[src/rtl/fir_pkg.sv]
// Shared types for the fir_srg stream controller: filter op encodings,
// controller FSM states and the block-counter width helper.
package fir_pkg;

  typedef enum logic [1:0] {
    OP_IDLE = 2'b00,
    OP_LOAD = 2'b01,
    OP_RUN  = 2'b10,
    OP_READ = 2'b11
  } fir_op_t;

  typedef enum logic [2:0] {
    IDLE,
    CLEAR,
    LOAD,
    RUN,
    RD_ISSUE,
    RD_WAIT,
    SEND
  } fir_ctrl_state_t;

  // A one-sample block still needs a one-bit counter.
  function automatic int cnt_w(input int len);
    return (len > 1) ? $clog2(len) : 1;
  endfunction

endpackage

[src/rtl/fir_stream_ctrl.sv]
// Stream front/back end for fir_srg: loads one block of samples, runs the
// filter, then streams the results out over valid/ready.
//
// state    | meaning
// IDLE     | waiting for the first sample of a block
// CLEAR    | one-cycle filter reset (memories and done)
// LOAD     | accepting samples, one filter write per handshake
// RUN      | filter computing, waiting for fir_done
// RD_ISSUE | present read address to the filter
// RD_WAIT  | capture filter read data into the output register
// SEND     | holding a result until the sink accepts it
module fir_stream_ctrl
  import fir_pkg::*;
#(
  parameter int signalLength = 1000,
  parameter int DATA_W       = 32
) (
  input  logic              clk,
  input  logic              reset,
  input  logic [DATA_W-1:0] s_data,
  input  logic              s_valid,
  output logic              s_ready,
  output logic [DATA_W-1:0] m_data,
  output logic              m_valid,
  input  logic              m_ready,
  output logic              m_last,
  output logic              fir_reset,
  output logic [31:0]       fir_addr,
  output logic [DATA_W-1:0] fir_x,
  output logic [1:0]        fir_op,
  input  logic [DATA_W-1:0] fir_y,
  input  logic              fir_done,
  output logic              busy
);

  localparam int CW = cnt_w(signalLength);
  localparam logic [CW-1:0] LAST_IDX = CW'(signalLength - 1);

  fir_ctrl_state_t   state_q, state_d;
  logic [CW-1:0]     wcnt_q, wcnt_d, rcnt_q, rcnt_d;
  fir_op_t           fir_op_q, fir_op_d;
  logic [31:0]       fir_addr_q, fir_addr_d;
  logic [DATA_W-1:0] fir_x_q, fir_x_d, m_data_q, m_data_d;
  logic              fir_reset_q, fir_reset_d;
  logic              m_valid_q, m_valid_d, m_last_q, m_last_d;
  logic              busy_q, busy_d;

  always_ff @(posedge clk or negedge reset) begin
    if (!reset) begin
      state_q     <= IDLE;
      wcnt_q      <= '0;
      rcnt_q      <= '0;
      fir_op_q    <= OP_IDLE;
      fir_addr_q  <= '0;
      fir_x_q     <= '0;
      fir_reset_q <= 1'b1;
      m_data_q    <= '0;
      m_valid_q   <= 1'b0;
      m_last_q    <= 1'b0;
      busy_q      <= 1'b0;
    end else begin
      state_q     <= state_d;
      wcnt_q      <= wcnt_d;
      rcnt_q      <= rcnt_d;
      fir_op_q    <= fir_op_d;
      fir_addr_q  <= fir_addr_d;
      fir_x_q     <= fir_x_d;
      fir_reset_q <= fir_reset_d;
      m_data_q    <= m_data_d;
      m_valid_q   <= m_valid_d;
      m_last_q    <= m_last_d;
      busy_q      <= busy_d;
    end
  end

  always_comb begin
    state_d    = state_q;
    wcnt_d     = wcnt_q;
    rcnt_d     = rcnt_q;
    fir_op_d   = OP_IDLE;
    fir_addr_d = fir_addr_q;
    fir_x_d    = fir_x_q;
    m_data_d   = m_data_q;
    m_valid_d  = m_valid_q;
    m_last_d   = m_last_q;
    unique case (state_q)
      IDLE: if (s_valid) state_d = CLEAR;
      CLEAR: begin
        wcnt_d  = '0;
        state_d = LOAD;
      end
      LOAD: if (s_valid) begin
        fir_op_d   = OP_LOAD;
        fir_addr_d = 32'(wcnt_q);
        fir_x_d    = s_data;
        if (wcnt_q == LAST_IDX) state_d = RUN;
        else                    wcnt_d  = wcnt_q + CW'(1);
      end
      RUN: begin
        if (fir_done) begin
          rcnt_d  = '0;
          state_d = RD_ISSUE;
        end else begin
          fir_op_d = OP_RUN;
        end
      end
      RD_ISSUE: begin
        fir_op_d   = OP_READ;
        fir_addr_d = 32'(rcnt_q);
        state_d    = RD_WAIT;
      end
      // fir_y is valid here: the read op/address were registered last edge.
      RD_WAIT: begin
        m_data_d  = fir_y;
        m_valid_d = 1'b1;
        m_last_d  = (rcnt_q == LAST_IDX);
        state_d   = SEND;
      end
      SEND: if (m_ready) begin
        m_valid_d = 1'b0;
        if (m_last_q) begin
          state_d = IDLE;
        end else begin
          rcnt_d  = rcnt_q + CW'(1);
          state_d = RD_ISSUE;
        end
      end
      default: state_d = IDLE;
    endcase
    fir_reset_d = (state_d == CLEAR);
    busy_d      = (state_d != IDLE);
  end

  assign s_ready   = (state_q == LOAD);
  assign m_data    = m_data_q;
  assign m_valid   = m_valid_q;
  assign m_last    = m_last_q;
  assign fir_reset = fir_reset_q;
  assign fir_addr  = fir_addr_q;
  assign fir_x     = fir_x_q;
  assign fir_op    = fir_op_q;
  assign busy      = busy_q;

endmodule

[config.mk]
export PLATFORM = sky130hd
export DESIGN_NAME = fir_stream_ctrl
export DESIGN_NICKNAME = d
export VERILOG_FILES = /design/src/rtl/fir_pkg.sv /design/src/rtl/fir_stream_ctrl.sv
export SDC_FILE = /design/constraint.sdc
export NUM_CORES = 1
export LEC_CHECK = 0
export ABC_AREA = 1
export CORE_ASPECT_RATIO = 0.75
export CORE_MARGIN = 5
export CORE_UTILIZATION = 47
export DETAILED_ROUTE_END_ITERATION = 16
export GPL_ROUTABILITY_DRIVEN = 0
export GPL_TIMING_DRIVEN = 0
export PLACE_DENSITY = 0.89
export SLEW_MARGIN = 25
export SYNTH_ARGS = -nofsm -noshare
export SYNTH_HDL_FRONTEND = slang
export SYNTH_SLANG_ARGS = --single-unit
[constraint.sdc]
create_clock -name clk -period 4.7 [get_ports clk]
set_clock_uncertainty 0.2 [all_clocks]
set_input_delay 1.175 -clock clk [delete_from_list [all_inputs] [get_ports clk]]
set_output_delay 1.175 -clock clk [all_outputs]
set_load 0.005 [all_outputs]
==> impl_metrics.yaml, run 1 <==
clock_tree:
  clkTransAtPathRegs_ns: 0.07
  post-cts-setup-buffers: 0
  clockBufferDepth: 2
  numCtsBuffers: 9
  htreeDepth: 3
  cts_tree: "built"
  post_cts_resized: 0
  postCtsHoldBufs: 0
  clock-sinks: 103
  root_buffer: "clkbuf_16"
  clk_latency_ns: 0.34
setup_path:
  critPathLaunchType: "flop"
  crit_family: "buffers and inverters"
  crit_path_end_kind: "output port"
  slowest_delay_ns: 0.54
  crit_slowest_cell: "clkdlybuf4s50_1"
  critPathArrivalTime_ns: 1.65
  cp_num_buf_inv: 2
  cp_max_fo: 5
  crit_required_ns: 3.32
  path_cells: "inv_2 > nand2_1 > nor2_4 > clkdlybuf4s50_1"
  worstSetupPathType: "flop to output port"
timing:
  grt_setup_unrepaired: "no"
  hold_viol: 0
  fmax_mhz: 331
  final.setup.tns_ns: 0
  finalSetupViolations: 0
  slew_viol_final: 0
  layout_min_cycle_time_ns: 3.02
  period_share: 0.643
  holdWs_ns: 0.250
run_status:
  status: "finished clean"
routing:
  drc: 0
  wl_per_cell_um: 14.8
  vias_per_cell: 5.04
  routed_wl_um: 13300
  ant_nets: 0
  firstDrtPassIters: 5
  vias: 4523
  drt_iter0_markers: 441
grt:
  antenna_found_initial: 0
  grt_pass1_vias: 4355
  grt_max_degree: 69
  track_usage: 0.219
  grt_pass1_wl_um: 21200
  grt_overflow: 0
pwr:
  power-per-cell-area_nw_per_um2: 577
  power_leakage_uw: 0.00331
  peakVddDrop_v: 0.000432
floorplanning:
  fp-row-count: 31
  die_height_um: 96.3
  start_util: 0.483
  die_width_um: 125
  die-area_um2: 12000
  pin_count: 172
  coreArea_um2: 9660
worst_hold_path:
  hold_path.class: "flop to flop"
layout:
  ff_latch_area_um2: 2580
  multi_input_area_um2: 1770
  antennaDiodeCount: 0
  drive_gt1_frac: 0.0810
  layout.cells.non_filler: 897
  fill_cells: 705
  final_nets: 831
  area_growth_pct: 45.3
yosys:
  synth_edf_count: 0
  synthDistinctLibCells: 26
  synth_seq_cells: 103
  synth_most_common_cell: "nand2_1"
  avgSynthCellArea_um2: 8.07
  synthTopCellsByCount: "nand2_1 (270), dfrtp_1 (102), nand3_1 (47)"
  synth_area_leaders: "dfrtp_1 (55%), nand2_1 (22%), nand3_1 (5.0%), buf_4 (3.9%), inv_1 (2.5%)"
  ys.warnings.count: 0
  synthFlopType: "dfrtp_1"
  syn_inst: 578
  ys_async_sr_fraction: 1.00
  ys_seq_area_frac: 0.553
  syn_area_um2: 4670
  netlist.top_cell.by_area: "dfrtp_1"
  synth.top_cell.area_share: 0.547
placed_design:
  placed_cells: 881
  dp_hpwl_um: 10100
  io_buffers: 149
job:
  max_cap_violations: 0
-- flip-flops by register name, summed over array words and instances, names as in the netlist --
signal	count
rcnt_q	10
m_data	32
m_valid	1
m_last	1
fir_addr	10
fir_x	32
state_q	3
fir_reset	1
busy	1
fir_op	2
wcnt_q	10
-- report_power, final --
part | internal (µW) | switching [µW] | leakage, µW
logic | 831 | 729 | 0.00184
clock network | 535 | 317 | 0.000162
registers | 1260 | 243 | 0.00130
-- cell families (layout without fill, tap and decap cells) --
| group | Yosys count | count (layout) | share of synthesized area |
|---|---|---|---|
| AND/OR/NAND/NOR | 366 | 366 | 0.319 |
| flip-flops | 103 | 103 | 0.553 |
| buffers and inverters | 78 | 244 | 0.0845 |
| AO/OA/AOI/OAI | 26 | 26 | 0.0335 |
| adder cells (fa/ha/maj) | 2 | 2 | 0.00536 |
| XOR/XNOR | 2 | 2 | 0.00376 |
| other | 1 | 22 | 0.000804 |
-- area by class of cell --
class | instances | area share
inverter | 37 | 0.0205
sequential | 103 | 0.380
clock buffer | 11 | 0.0358
clock inverter | 5 | 0.0155
buffer | 41 | 0.0377
tap | 132 | 0.0244
timing repair buffer | 150 | 0.224
multi-input combinational | 418 | 0.261
-- layout by cell type, fill, tap and decap left out, drive strengths merged, types with 2 or more instances in the layout --
master / synthesis / final
nand2: 273 / 273
clkdlybuf4s50: 0 / 148
dfrtp: 102 / 102
nand3: 47 / 47
buf: 35 / 37
inv: 36 / 36
nor2: 28 / 28
conb: 1 / 22
clkbuf: 6 / 17
nand4: 12 / 12
o21ai: 12 / 12
o211ai: 10 / 10
nor3: 6 / 6
a21oi: 3 / 3
bufinv: 0 / 3
ha: 2 / 2
clkinvlp: 0 / 2
-- stage by stage --
step / area [µm²] / power, µW / utilization / setup slack (ns)
2_1_floorplan: 4740 / 2100 / - / 2.63
3_3_place_gp: 6400 / 2980 / 0.663 / -1.43
3_5_place_dp: 6430 / 3060 / 0.666 / 1.90
4_1_cts: 6780 / 3930 / 0.702 / 1.66
5_1_grt: 6780 / 4160 / 0.702 / 1.62
6_report: 6780 / 3910 / 0.702 / 1.68
-- final timing paths --
kind                       depth (start not counted)  slack, ns        end        from
max in group asynchronous                          2       3.13  fir_reset       reset
hold reg to reg                                    1       0.25  fir_reset  state_q[1]
hold / removal                                     1       0.25  fir_reset  state_q[1]
setup reg to reg                                   9       2.81  wcnt_q[9]   wcnt_q[0]
min in group asynchronous                          1       0.51  fir_x[26]       reset
setup / recovery                                   4       1.68    s_ready  state_q[0]
-- metal layers --
layer	track usage	share of wire	vias to the layer above
li1	-	-	2140
met1	0.267	0.41	2116
met2	0.377	0.48	244
met3	0.0710	0.092	23
met4	0.0686	0.014	0
met5	0	0	-
Note: power is estimated with default switching activity, not from simulation.
==> run 2: changes to the inputs <==
--- a/config.mk
+++ b/config.mk
@@ -8,11 +8,11 @@
 export ABC_AREA = 1
 export CORE_ASPECT_RATIO = 0.75
 export CORE_MARGIN = 5
-export CORE_UTILIZATION = 47
+export CORE_UTILIZATION = 40
 export DETAILED_ROUTE_END_ITERATION = 16
 export GPL_ROUTABILITY_DRIVEN = 0
 export GPL_TIMING_DRIVEN = 0
-export PLACE_DENSITY = 0.89
+export PLACE_DENSITY = 0.81
 export SLEW_MARGIN = 25
 export SYNTH_ARGS = -nofsm -noshare
 export SYNTH_HDL_FRONTEND = slang
==> constraint.sdc (replaced) <==
create_clock -name clk -period 2.6 [get_ports clk]
set_clock_uncertainty 0.2 [all_clocks]
set_input_delay 0.65 -clock clk [delete_from_list [all_inputs] [get_ports clk]]
set_output_delay 0.65 -clock clk [all_outputs]
set_load 0.005 [all_outputs]
==> impl_metrics.yaml, run 2 (synthesis gave the netlist of run 1 again) <==
clock_tree:
  numCtsBuffers: 9
  root_buffer: "clkbuf_16"
  htreeDepth: 3
  clk_latency_ns: 0.34
  clock-sinks: 103
  cts_tree: "built"
  clkTransAtPathRegs_ns: 0.07
  post-cts-setup-buffers: 0
  clockBufferDepth: 2
floorplanning:
  die_height_um: 104
  die_width_um: 135
  coreArea_um2: 11500
  pin_count: 172
  start_util: 0.406
  die-area_um2: 13900
  fp-row-count: 34
timing:
  slew_viol_final: 0
  period_share: 0.852
  grt_setup_unrepaired: "no"
  layout_min_cycle_time_ns: 2.21
  fmax_mhz: 452
  maxSlewHeadroom: 0.631
  hold_viol: 0
  finalSetupViolations: 0
  tightest_slew_ns: 0.554
  holdWs_ns: 0.244
grt:
  grt_max_degree: 69
  antenna_found_initial: 0
  grt_pass1_wl_um: 20500
  track_usage: 0.180
  grt_pass1_vias: 4166
  grt_overflow: 0
routing:
  vias: 4261
  wl_per_cell_um: 13.6
  drt_iter0_markers: 237
  vias_per_cell: 4.68
  drc: 0
  firstDrtPassIters: 5
  ant_nets: 0
  routed_wl_um: 12400
layout:
  area_growth_pct: 44.6
  layout.cells.non_filler: 910
  final_nets: 832
  final_common_cell: "nand2_1"
  utilization: 0.587
  layout_common_cells: "nand2_1 (270), clkdlybuf4s50_1 (147), dfrtp_1 (102)"
  fill_cells: 979
  antennaDiodeCount: 0
  drive_gt1_frac: 0.0822
setup_path:
  r2r_start: "wcnt_q[0]"
  cp-endpoint: "fir_reset"
  critPathArrivalTime_ns: 1.36
  crit_family: "flip-flops"
  worstSetupPathType: "flop to output port"
  cp_num_buf_inv: 1
  critPathLaunchType: "flop"
  path_cells: "clkdlybuf4s50_1"
  crit_slowest_cell: "dfstp_2"
  slowest_delay_ns: 0.52
  rr_worst_depth: 9
  startpoint: "fir_reset"
  r2r_end: "wcnt_q[8]"
  crit_cells: 1
  cp_max_fo: 1
  crit_required_ns: 1.75
  r2r_slack_ns: 0.75
  crit_path_end_kind: "output port"
pwr:
  power-per-cell-area_nw_per_um2: 1000
  total_power_uw: 6750
  power_leakage_uw: 0.00330
  peakVddDrop_v: 0.000701
worst_hold_path:
  hold_path.class: "flop to flop"
job:
  max_cap_violations: 0
placed_design:
  io_buffers: 149
  placed_cells: 893
  dp_hpwl_um: 9340
run_status:
  status: "finished clean"
-- run 2: changes by cell type in the layout (fill, tap and decap cells not counted) --
cell	change
bufinv_16	-3
inv_6	+3
clkbuf_1	-1
clkdlybuf4s50_1	-1
clkinv_2	+1
clkinvlp_4	-1
dlygate4sd3_1	+1
dlymetal6s2s_1	+1
inv_8	+1
-- run 2: layout make-up --
class	instances	area (µm²)	share of cell area
Buffer	41	255	0.0378
Clock buffer	10	239	0.0354
Inverter	37	139	0.0206
Timing Repair Buffer	151	1530	0.227
Sequential cell	103	2580	0.382
Multi-Input combinational cell	418	1770	0.263
Clock inverter	6	50.0	0.00742
Tap cell	144	180	0.0267
-- run 2: worst min path at each step --
stage	slack, ns	startpoint	cells after the start	end
6_report	0.24	state_q[1]	1	fir_reset
3_3_place_gp	0.23	state_q[1]	1	fir_reset
2_1_floorplan	0.15	reset	0	busy
3_5_place_dp	0.23	state_q[1]	1	fir_reset
5_1_grt	0.26	state_q[1]	1	fir_reset
4_1_cts	0.24	state_q[1]	1	fir_reset
-- run 2: metrics by stage --
| step | setup slack [ns] | area, µm² | TNS, ns |
|---|---|---|---|
| floorplan | 1.02 | 4740 | 0 |
| global placement | -3.22 | 6420 | -329.57 |
| detailed placement | 0.306 | 6440 | 0 |
| CTS | 0.0800 | 6740 | 0 |
| global route | 0.349 | 6750 | 0 |
| finish | 0.385 | 6750 | 0 |
-- run 2: what timing repair did --
item                                    in CTS  in global routing
endpoints found under the hold margin       25                  0
gates resized for setup                      0                  1
endpoints found under the setup margin       0                  1
hold buffers                                 1                  0
-- run 2: where the power goes --
group	internal (µW)	total, µW	switching [µW]
registers	2270	2680	410
logic	1500	2770	1270
clock network	691	1300	610
-- run 2: per-layer routing --
layer  routed length [µm]  global-route usage
met5                    0                   0
met1                 5720               0.250
met4                  149              0.0378
met2                 5400               0.277
met3                 1110              0.0581
==> run 3: changes to the inputs <==
--- a/config.mk
+++ b/config.mk
@@ -10,9 +10,9 @@
 export CORE_MARGIN = 5
 export CORE_UTILIZATION = 40
 export DETAILED_ROUTE_END_ITERATION = 16
-export GPL_ROUTABILITY_DRIVEN = 0
 export GPL_TIMING_DRIVEN = 0
 export PLACE_DENSITY = 0.81
+export REMOVE_ABC_BUFFERS = 1
 export SLEW_MARGIN = 25
 export SYNTH_ARGS = -nofsm -noshare
 export SYNTH_HDL_FRONTEND = slang
==> impl_metrics.yaml, run 3 (synthesis gave the netlist of run 1 again) <==
clock_tree:
  cts_tree: "built"
  htreeDepth: 3
  clk_latency_ns: 0.33
  root_buffer: "clkbuf_16"
  clockBufferDepth: 2
  clkTransAtPathRegs_ns: 0.07
  numCtsBuffers: 9
  clock-sinks: 103
  post-cts-setup-buffers: 0
floorplanning:
  coreArea_um2: 11500
  die_height_um: 104
  start_util: 0.406
  pin_count: 172
  fp-row-count: 34
  die-area_um2: 13900
  die_width_um: 135
timing:
  hold_viol: 0
  holdWs_ns: 0.247
  tightest_slew_ns: 0.707
  maxSlewHeadroom: 0.528
  layout_min_cycle_time_ns: 2.31
  grt_setup_unrepaired: "no"
  fmax_mhz: 432
  period_share: 0.890
  finalSetupViolations: 0
  fin_ws_ns: 0.286
  slew_viol_final: 0
grt:
  grt.busiest_layer: "met2"
  grt_pass1_wl_um: 20100
  grt_pass1_vias: 3999
  grtUsageMet3: 0.0683
  track_usage: 0.174
  grt_overflow: 0
  antenna_found_initial: 0
  use_met1: 0.225
  use_met2: 0.284
  grt_max_degree: 72
worst_hold_path:
  min_from: "state_q[1]"
  hold_path.class: "flop to flop"
routing:
  vias_per_cell: 4.70
  firstDrtPassIters: 4
  vias: 4068
  ant_nets: 0
  drc: 0
  routed_wl_um: 12100
  wl_per_cell_um: 13.9
  drt_iter0_markers: 219
layout:
  fill_cells: 1010
  stdcell_area_um2: 6500
  final_nets: 791
  final_common_cell: "nand2_1"
  layout_common_cells: "nand2_1 (270), clkdlybuf4s50_1 (147), dfrtp_1 (102)"
  antennaDiodeCount: 0
  drive_gt1_frac: 0.0416
  utilization: 0.566
  area_growth_pct: 39.4
placed_design:
  gp_congestion: 0.886
  dp_slack_ns: -0.582
  place_area_um2: 6190
  dp_hpwl_um: 8820
  io_buffers: 149
job:
  max_cap_violations: 0
pwr:
  peakVddDrop_v: 0.000445
  power_leakage_uw: 0.00312
  power-per-cell-area_nw_per_um2: 1020
setup_path:
  cp_max_fo: 35
  crit_required_ns: 2.64
  worstSetupPathType: "flop to flop"
  crit_path_end_kind: "flop"
  r2r_start: "state_q[1]"
  startpoint: "state_q[1]"
  critPathArrivalTime_ns: 2.35
  critPathLaunchType: "flop"
run_status:
  status: "finished clean"
==> run 3: cell types whose count changed in the layout (fill, tap and decap cells not counted), sizes merged <==
cell      delta
buf         -35
inv          -4
bufinv       +1
clkbuf       -7
clkinvlp     +1
==> run 3: final timing paths <==
| path | endpoint | slack (ns) | depth (start not counted) |
|---|---|---|---|
| worst max-delay path | m_last | 0.29 | 5 |
| worst min-delay path | fir_reset | 0.25 | 1 |
| worst max register to register | m_last | 0.29 | 5 |
| worst min register to register | fir_reset | 0.25 | 1 |
| max in group asynchronous | fir_reset | 0.94 | 3 |
| min in group asynchronous | fir_x[14] | 0.57 | 2 |
==> run 3: critical path, cell delays in order (launching register included) <==
cell and delay, ns:
dfrtp_1 0.39, inv_1 0.16, nand3_2 0.57, clkinv_2 0.62, nand2_1 0.10, o22ai_1 0.15
==> run 3: layout make-up <==
type	count	area [µm²]	share of cell area
inverters	37	145	0.0223
clock inverters	4	50.0	0.00770
flip-flops and latches	103	2580	0.396
clock buffers	9	225	0.0346
multi-input cells	418	1790	0.275
well taps	144	180	0.0277
repair buffers	151	1530	0.236
==> run 3: power by group <==
group | switching, µW | internal (µW)
clock | 550 | 728
combinational | 1260 | 1440
sequential | 410 | 2270
==> run 3: per-layer routing <==
metal  part of all wire  up-vias
li1                   -     2053
met1               0.44     1863
met2               0.46      144
met3               0.10        8
met4             0.0056        0
met5                  0        -
==> run 3: repair_timing <==
item,4_1_cts,5_1_grt
hold endpoints to repair,32,0
hold buffers,1,0
resized for setup,3,3
gates cloned,0,0
endpoints found under the setup margin,73,14
==> run 3: stage by stage <==
| stage | setup TNS [ns] | total power (µW) | instances |
|---|---|---|---|
| detailed placement | -20.85 | 5420 | 852 |
| finish | 0 | 6660 | 866 |
| global route | 0 | 7160 | 866 |
| CTS | 0 | 6750 | 866 |
| global placement | -361.40 | 5320 | 851 |
| floorplan | 0 | 3710 | 558 |
